[config.mk]
export PLATFORM = sky130hd
export DESIGN_NAME = control_unit
export DESIGN_NICKNAME = d
export VERILOG_FILES = /design/src/rtl/control_pkg.sv /design/src/rtl/alu_decoder.sv /design/src/rtl/control_unit.sv
export SDC_FILE = /design/constraint.sdc
export NUM_CORES = 1
export LEC_CHECK = 0
export ABC_AREA = 1
export CORE_AREA = 2 2 39 41
export DETAILED_ROUTE_END_ITERATION = 16
export DIE_AREA = 0 0 41 43
export DONT_BUFFER_PORTS = 1
export GPL_TIMING_DRIVEN = 0
export PLACE_DENSITY_LB_ADDON = 0.1
export SYNTH_ARGS = -nofsm -noshare
export SYNTH_HDL_FRONTEND = slang
export SYNTH_SLANG_ARGS = --single-unit
[constraint.sdc]
create_clock -name clk -period 1.3 [get_ports clk]
set_clock_uncertainty 0.15 [all_clocks]
set_input_delay 0.195 -clock clk [delete_from_list [all_inputs] [get_ports clk]]
set_output_delay 0.195 -clock clk [all_outputs]
set_load 0.02 [all_outputs]
[src/rtl/control_pkg.sv]
`default_nettype none
// ============================================================================
// Module      : control_pkg
// Description : Shared encodings for the MIPS-subset main decoder: opcodes,
//               R-type funct codes, ALU operation selects, the ALUOp handoff
//               between the main decode and the ALU decoder, and the bundle
//               of 1-bit datapath controls.
// Revision    : 1.0 - initial release
// ============================================================================
package control_pkg;

  // Instruction opcodes, instruction bits [31:26]
  localparam logic [5:0] OP_RTYPE = 6'd0;
  localparam logic [5:0] OP_LW    = 6'd35;
  localparam logic [5:0] OP_SW    = 6'd43;
  localparam logic [5:0] OP_BEQ   = 6'd4;

  // R-type funct codes, instruction bits [5:0]
  localparam logic [5:0] F_ADD = 6'b100000;
  localparam logic [5:0] F_SUB = 6'b100010;
  localparam logic [5:0] F_AND = 6'b100100;
  localparam logic [5:0] F_OR  = 6'b100101;
  localparam logic [5:0] F_SLT = 6'b101010;

  // ALU operation selects
  localparam logic [3:0] ALU_AND = 4'b0000;
  localparam logic [3:0] ALU_OR  = 4'b0001;
  localparam logic [3:0] ALU_ADD = 4'b0010;
  localparam logic [3:0] ALU_SUB = 4'b0110;
  localparam logic [3:0] ALU_SLT = 4'b0111;

  // ALUOp from the main decode to the ALU decoder
  localparam logic [1:0] ALUOP_ADD   = 2'b00;
  localparam logic [1:0] ALUOP_SUB   = 2'b01;
  localparam logic [1:0] ALUOP_FUNCT = 2'b10;

  // 1-bit datapath controls, kept together so reset and defaults clear all
  typedef struct packed {
    logic mtorfsel;
    logic dmwe;
    logic branch;
    logic aluinsel;
    logic rfdsel;
    logic rfwe;
  } ctrl_t;

  // True only for the five supported R-type functions; unknown or unlisted
  // values land in the default arm so they never enable a write.
  function automatic logic funct_valid(input logic [5:0] fn);
    logic v;
    v = 1'b0;
    case (fn)
      F_ADD, F_SUB, F_AND, F_OR, F_SLT: v = 1'b1;
      default:                          v = 1'b0;
    endcase
    return v;
  endfunction

endpackage : control_pkg
`default_nettype wire

[src/rtl/alu_decoder.sv]
`default_nettype none
// ============================================================================
// Module      : alu_decoder
// Description : Combinational mapping of ALUOp and the R-type funct field to
//               the 4-bit ALU operation select. Anything not recognised
//               resolves to ADD.
// Revision    : 1.0 - initial release
// ============================================================================
module alu_decoder
  import control_pkg::*;
(
  input  logic [1:0] aluop,
  input  logic [5:0] funct,
  output logic [3:0] alusel
);

  // Select the ALU operation; funct only matters for the by-funct ALUOp
  always_comb begin
    alusel = ALU_ADD;
    case (aluop)
      ALUOP_ADD: alusel = ALU_ADD;
      ALUOP_SUB: alusel = ALU_SUB;
      ALUOP_FUNCT: begin
        case (funct)
          F_ADD:   alusel = ALU_ADD;
          F_SUB:   alusel = ALU_SUB;
          F_AND:   alusel = ALU_AND;
          F_OR:    alusel = ALU_OR;
          F_SLT:   alusel = ALU_SLT;
          default: alusel = ALU_ADD;
        endcase
      end
      default: alusel = ALU_ADD;
    endcase
  end

endmodule : alu_decoder
`default_nettype wire

[src/rtl/control_unit.sv]
`default_nettype none
// ============================================================================
// Module      : control_unit
// Description : Main decoder for the single-cycle MIPS-subset datapath.
//               Decodes Opcode (and funct for R-type) into steering and
//               write-enable controls plus ALUsel, registered with one cycle
//               of latency and a synchronous active-low reset.
// Revision    : 1.0 - initial release
// ============================================================================
module control_unit
  import control_pkg::*;
(
  input  logic       clk,
  input  logic       rst_n,
  input  logic [5:0] Opcode,
  input  logic [5:0] funct,
  output logic       MtoRFSel,
  output logic       DMWE,
  output logic       Branch,
  output logic       ALUInSel,
  output logic       RFDSel,
  output logic       RFWE,
  output logic [3:0] ALUsel
);

  ctrl_t      w_ctrl;
  logic [1:0] w_aluop;
  logic [3:0] w_alusel;
  ctrl_t      r_ctrl;
  logic [3:0] r_alusel;

  // Main opcode decode; unlisted or unknown opcodes fall through as a NOP
  always_comb begin
    w_ctrl  = '0;
    w_aluop = ALUOP_ADD;
    case (Opcode)
      OP_RTYPE: begin
        // An unsupported funct must not write the register file
        if (funct_valid(funct)) begin
          w_ctrl.rfwe   = 1'b1;
          w_ctrl.rfdsel = 1'b1;
          w_aluop       = ALUOP_FUNCT;
        end
      end
      OP_LW: begin
        w_ctrl.rfwe     = 1'b1;
        w_ctrl.aluinsel = 1'b1;
        w_ctrl.mtorfsel = 1'b1;
        w_aluop         = ALUOP_ADD;
      end
      OP_SW: begin
        w_ctrl.dmwe     = 1'b1;
        w_ctrl.aluinsel = 1'b1;
        w_aluop         = ALUOP_ADD;
      end
      OP_BEQ: begin
        w_ctrl.branch = 1'b1;
        w_aluop       = ALUOP_SUB;
      end
      default: begin
        w_ctrl  = '0;
        w_aluop = ALUOP_ADD;
      end
    endcase
  end

  alu_decoder u_alu_decoder (
    .aluop  (w_aluop),
    .funct  (funct),
    .alusel (w_alusel)
  );

  // Output register; reset wins over the decode in the same cycle
  always_ff @(posedge clk) begin
    if (!rst_n) begin
      r_ctrl   <= '0;
      r_alusel <= 4'b0000;
    end else begin
      r_ctrl   <= w_ctrl;
      r_alusel <= w_alusel;
    end
  end

  assign MtoRFSel = r_ctrl.mtorfsel;
  assign DMWE     = r_ctrl.dmwe;
  assign Branch   = r_ctrl.branch;
  assign ALUInSel = r_ctrl.aluinsel;
  assign RFDSel   = r_ctrl.rfdsel;
  assign RFWE     = r_ctrl.rfwe;
  assign ALUsel   = r_alusel;

endmodule : control_unit
`default_nettype wire

==> results.toml <==
[grt]
grt_pass1_vias = 388
antenna_found_initial = 0
gr-usage-all-layers = 0.124
grt_max_degree = 6
grt_pass1_wl_um = 1440
overflow = 0

[clocking]
root_buffer = "clkbuf_4"
h-tree-depth = 1
cts_tree = "yes"
post-cts-setup-buffers = 0
cts.clk_slew.worst_paths_ns = 0.06
ctsResizeCount = 0
cts_buffers = 3
clkSinkCount = 9
clk_path_buf_depth = 2

[detailed_routing]
firstDrtPassIters = 2
drc = 0
routed_wl_um = 841
ant_nets = 0
via_count = 405
wl_per_cell_um = 9.14
via_per_inst = 4.40
drt_iter0_drc = 6

[final_layout]
area_delta_synth_final_pct = 41.4
insertedDiodeCount = 0
fin_area_sq_um = 646
fillers = 133
final_nets = 93
final_cells = 92
final_util = 0.467
drive_gt1_frac = 0.250

[worst_setup_path]
worstPathRequired_ns = 1.35
cpPeakStageDelay_ns = 0.57
crit_path_start = "Opcode[5]"
crit_path_end = "Branch$_SDFF_PN0_"
crit_chain = "nor2_1 -> nand2_1 -> nor3_4 -> inv_2 -> dlygate4sd3_1 -> nor2_2"
crit_family = "buffers and inverters"
critPathLaunchType = "primary input"
cp.depth = 6
cp_max_fo = 2
endpoint_kind = "flop"
crit_slowest_cell = "dlygate4sd3_1"
path_class = "primary input to flop"
crit_arrival_ns = 1.26
crit_buf_inv = 2

[power_and_ir_drop]
p_leak_nw = 0.307
ir_worst_vdd_mv = 0.459
power.density_nw_per_um2 = 859
power_uw = 555

[die]
die-area_sq_um = 1760
dieWidth_um = 41
rows = 14
start_util = 0.330
ioPinCount = 24
coreArea_sq_um = 1380
dieHeight_um = 43

[outcome]
status = "finished clean"

[sta]
grt_setup_unrepaired = "no"
fmaxAchievable_ghz = 0.828
slew_violations = 0
fin_hold_ws_ns = 0.00627
finalCritPeriodShare = 0.929
period_needed_ns = 1.21
hold_violations = 0
setup_viol = 0

[logic_synthesis]
synth.largest_area_cell = "dfxtp_1"
syn_inst = 59
synth.area.top_cells = "dfxtp_1 39%, inv_1 8.2%, nand2_1 5.8%"
yosysSeqAreaShare = 0.395
ys_warn_count = 0
synth_cell_types = 17
synth_area_sq_um = 457
netlist.area_leader.share = 0.395
syn_nets = 75
syn_area_per_cell_sq_um = 7.74
synth_seq_cells = 9

[place]
place_congestion = 0.631
dpl_cell_area_sq_um = 489
placed_cells = 75
portBuffers = 0
dp_hpwl_um = 642

[min_path]
hold_class = "primary input to flop"

[run]
max_cap_viol_count = 0
==> flip-flops by register name, summed over array words and instances (netlist names) <==
signal	cells
Branch	1
DMWE	1
ALUInSel	1
ALUsel	3
MtoRFSel	1
RFDSel	1
RFWE	1
==> cell usage after synthesis, drive strengths merged <==
| cell | n |
|---|---|
| inv | 14 |
| nor2 | 10 |
| dfxtp | 9 |
| nand2 | 7 |
| nand3 | 6 |
| nand4 | 3 |
| nor3 | 3 |
| a21oi | 2 |
| ha | 2 |
| buf | 1 |
| conb | 1 |
| nor4 | 1 |
==> placed cells by master (no fill, tap or decap) <==
cell,count
nor2_2,2
dlygate4sd3_1,13
a21oi_1,2
inv_1,8
nor3_4,1
inv_2,6
dfxtp_1,9
nand4_1,3
clkbuf_4,3
nor2_1,7
nor3_2,2
nand3_1,4
nor2_4,1
clkbuf_1,1
conb_1,1
ha_1,1
buf_4,1
nor4_1,1
nand3_2,2
ha_4,1
nand2_1,7
==> report_power, final <==
| group | internal (mW) | switching [mW] |
|---|---|---|
| registers | 0.279 | 0.00469 |
| clock network | 0.118 | 0.0859 |
| logic | 0.0375 | 0.0303 |
| total | 0.434 | 0.121 |
==> per-stage QoR <==
step | setup WS, ns | setup TNS (ns)
6_report | 0.0922 | 0
5_1_grt | 0.0280 | 0
4_1_cts | 0.0447 | 0
3_5_place_dp | -0.101 | -0.250
3_3_place_gp | -0.101 | -0.246
2_1_floorplan | 0.0121 | 0
==> worst min-delay path by stage <==
stage	from	endpoint	depth (start not counted)
final	Opcode[2]	RFDSel$_SDFF_PN0_	3
after CTS	Opcode[2]	RFDSel$_SDFF_PN0_	3
after detailed placement	Opcode[2]	ALUInSel$_SDFF_PN0_	1
after global routing	funct[0]	ALUsel[2]$_SDFF_PN0_	3
after global placement	Opcode[2]	ALUInSel$_SDFF_PN0_	1
after floorplan	Opcode[2]	ALUInSel$_SDFF_PN0_	1
==> per-layer routing <==
| layer | global-route usage | wire (um) |
|---|---|---|
| met1 | 0.133 | 363 |
| met2 | 0.188 | 421 |
| met3 | 0.0524 | 57 |
| met4 | 0.0800 | 0 |
| met5 | 0 | 0 |
==> kinds of logic (layout without fill, tap and decap cells) <==
| logic type | after synthesis | after routing | synth area share |
|---|---|---|---|
| AND/OR/NAND/NOR | 30 | 30 | 0.389 |
| AO/OA/AOI/OAI | 2 | 2 | 0.0219 |
| adder cells (fa/ha/maj) | 2 | 2 | 0.0548 |
| flip-flops | 9 | 9 | 0.395 |
| buffers and inverters | 15 | 32 | 0.132 |
| other | 1 | 1 | 0.00821 |
==> final cells by class <==
type,instances,area [sq um],area share
plain buffers,1,7.51,0.0116
inverters,14,52.6,0.0814
flip-flops and latches,9,180,0.279
multi-input cells,35,229,0.355
repair buffers,13,130,0.202
clock buffers,4,26.3,0.0407
well taps,16,20.0,0.0310
==> what timing repair did <==
item	in CTS	in global routing
setup endpoints to repair	0	1
hold endpoints to repair	9	0
hold buffers	13	0
(Power assumes the default switching activity.)
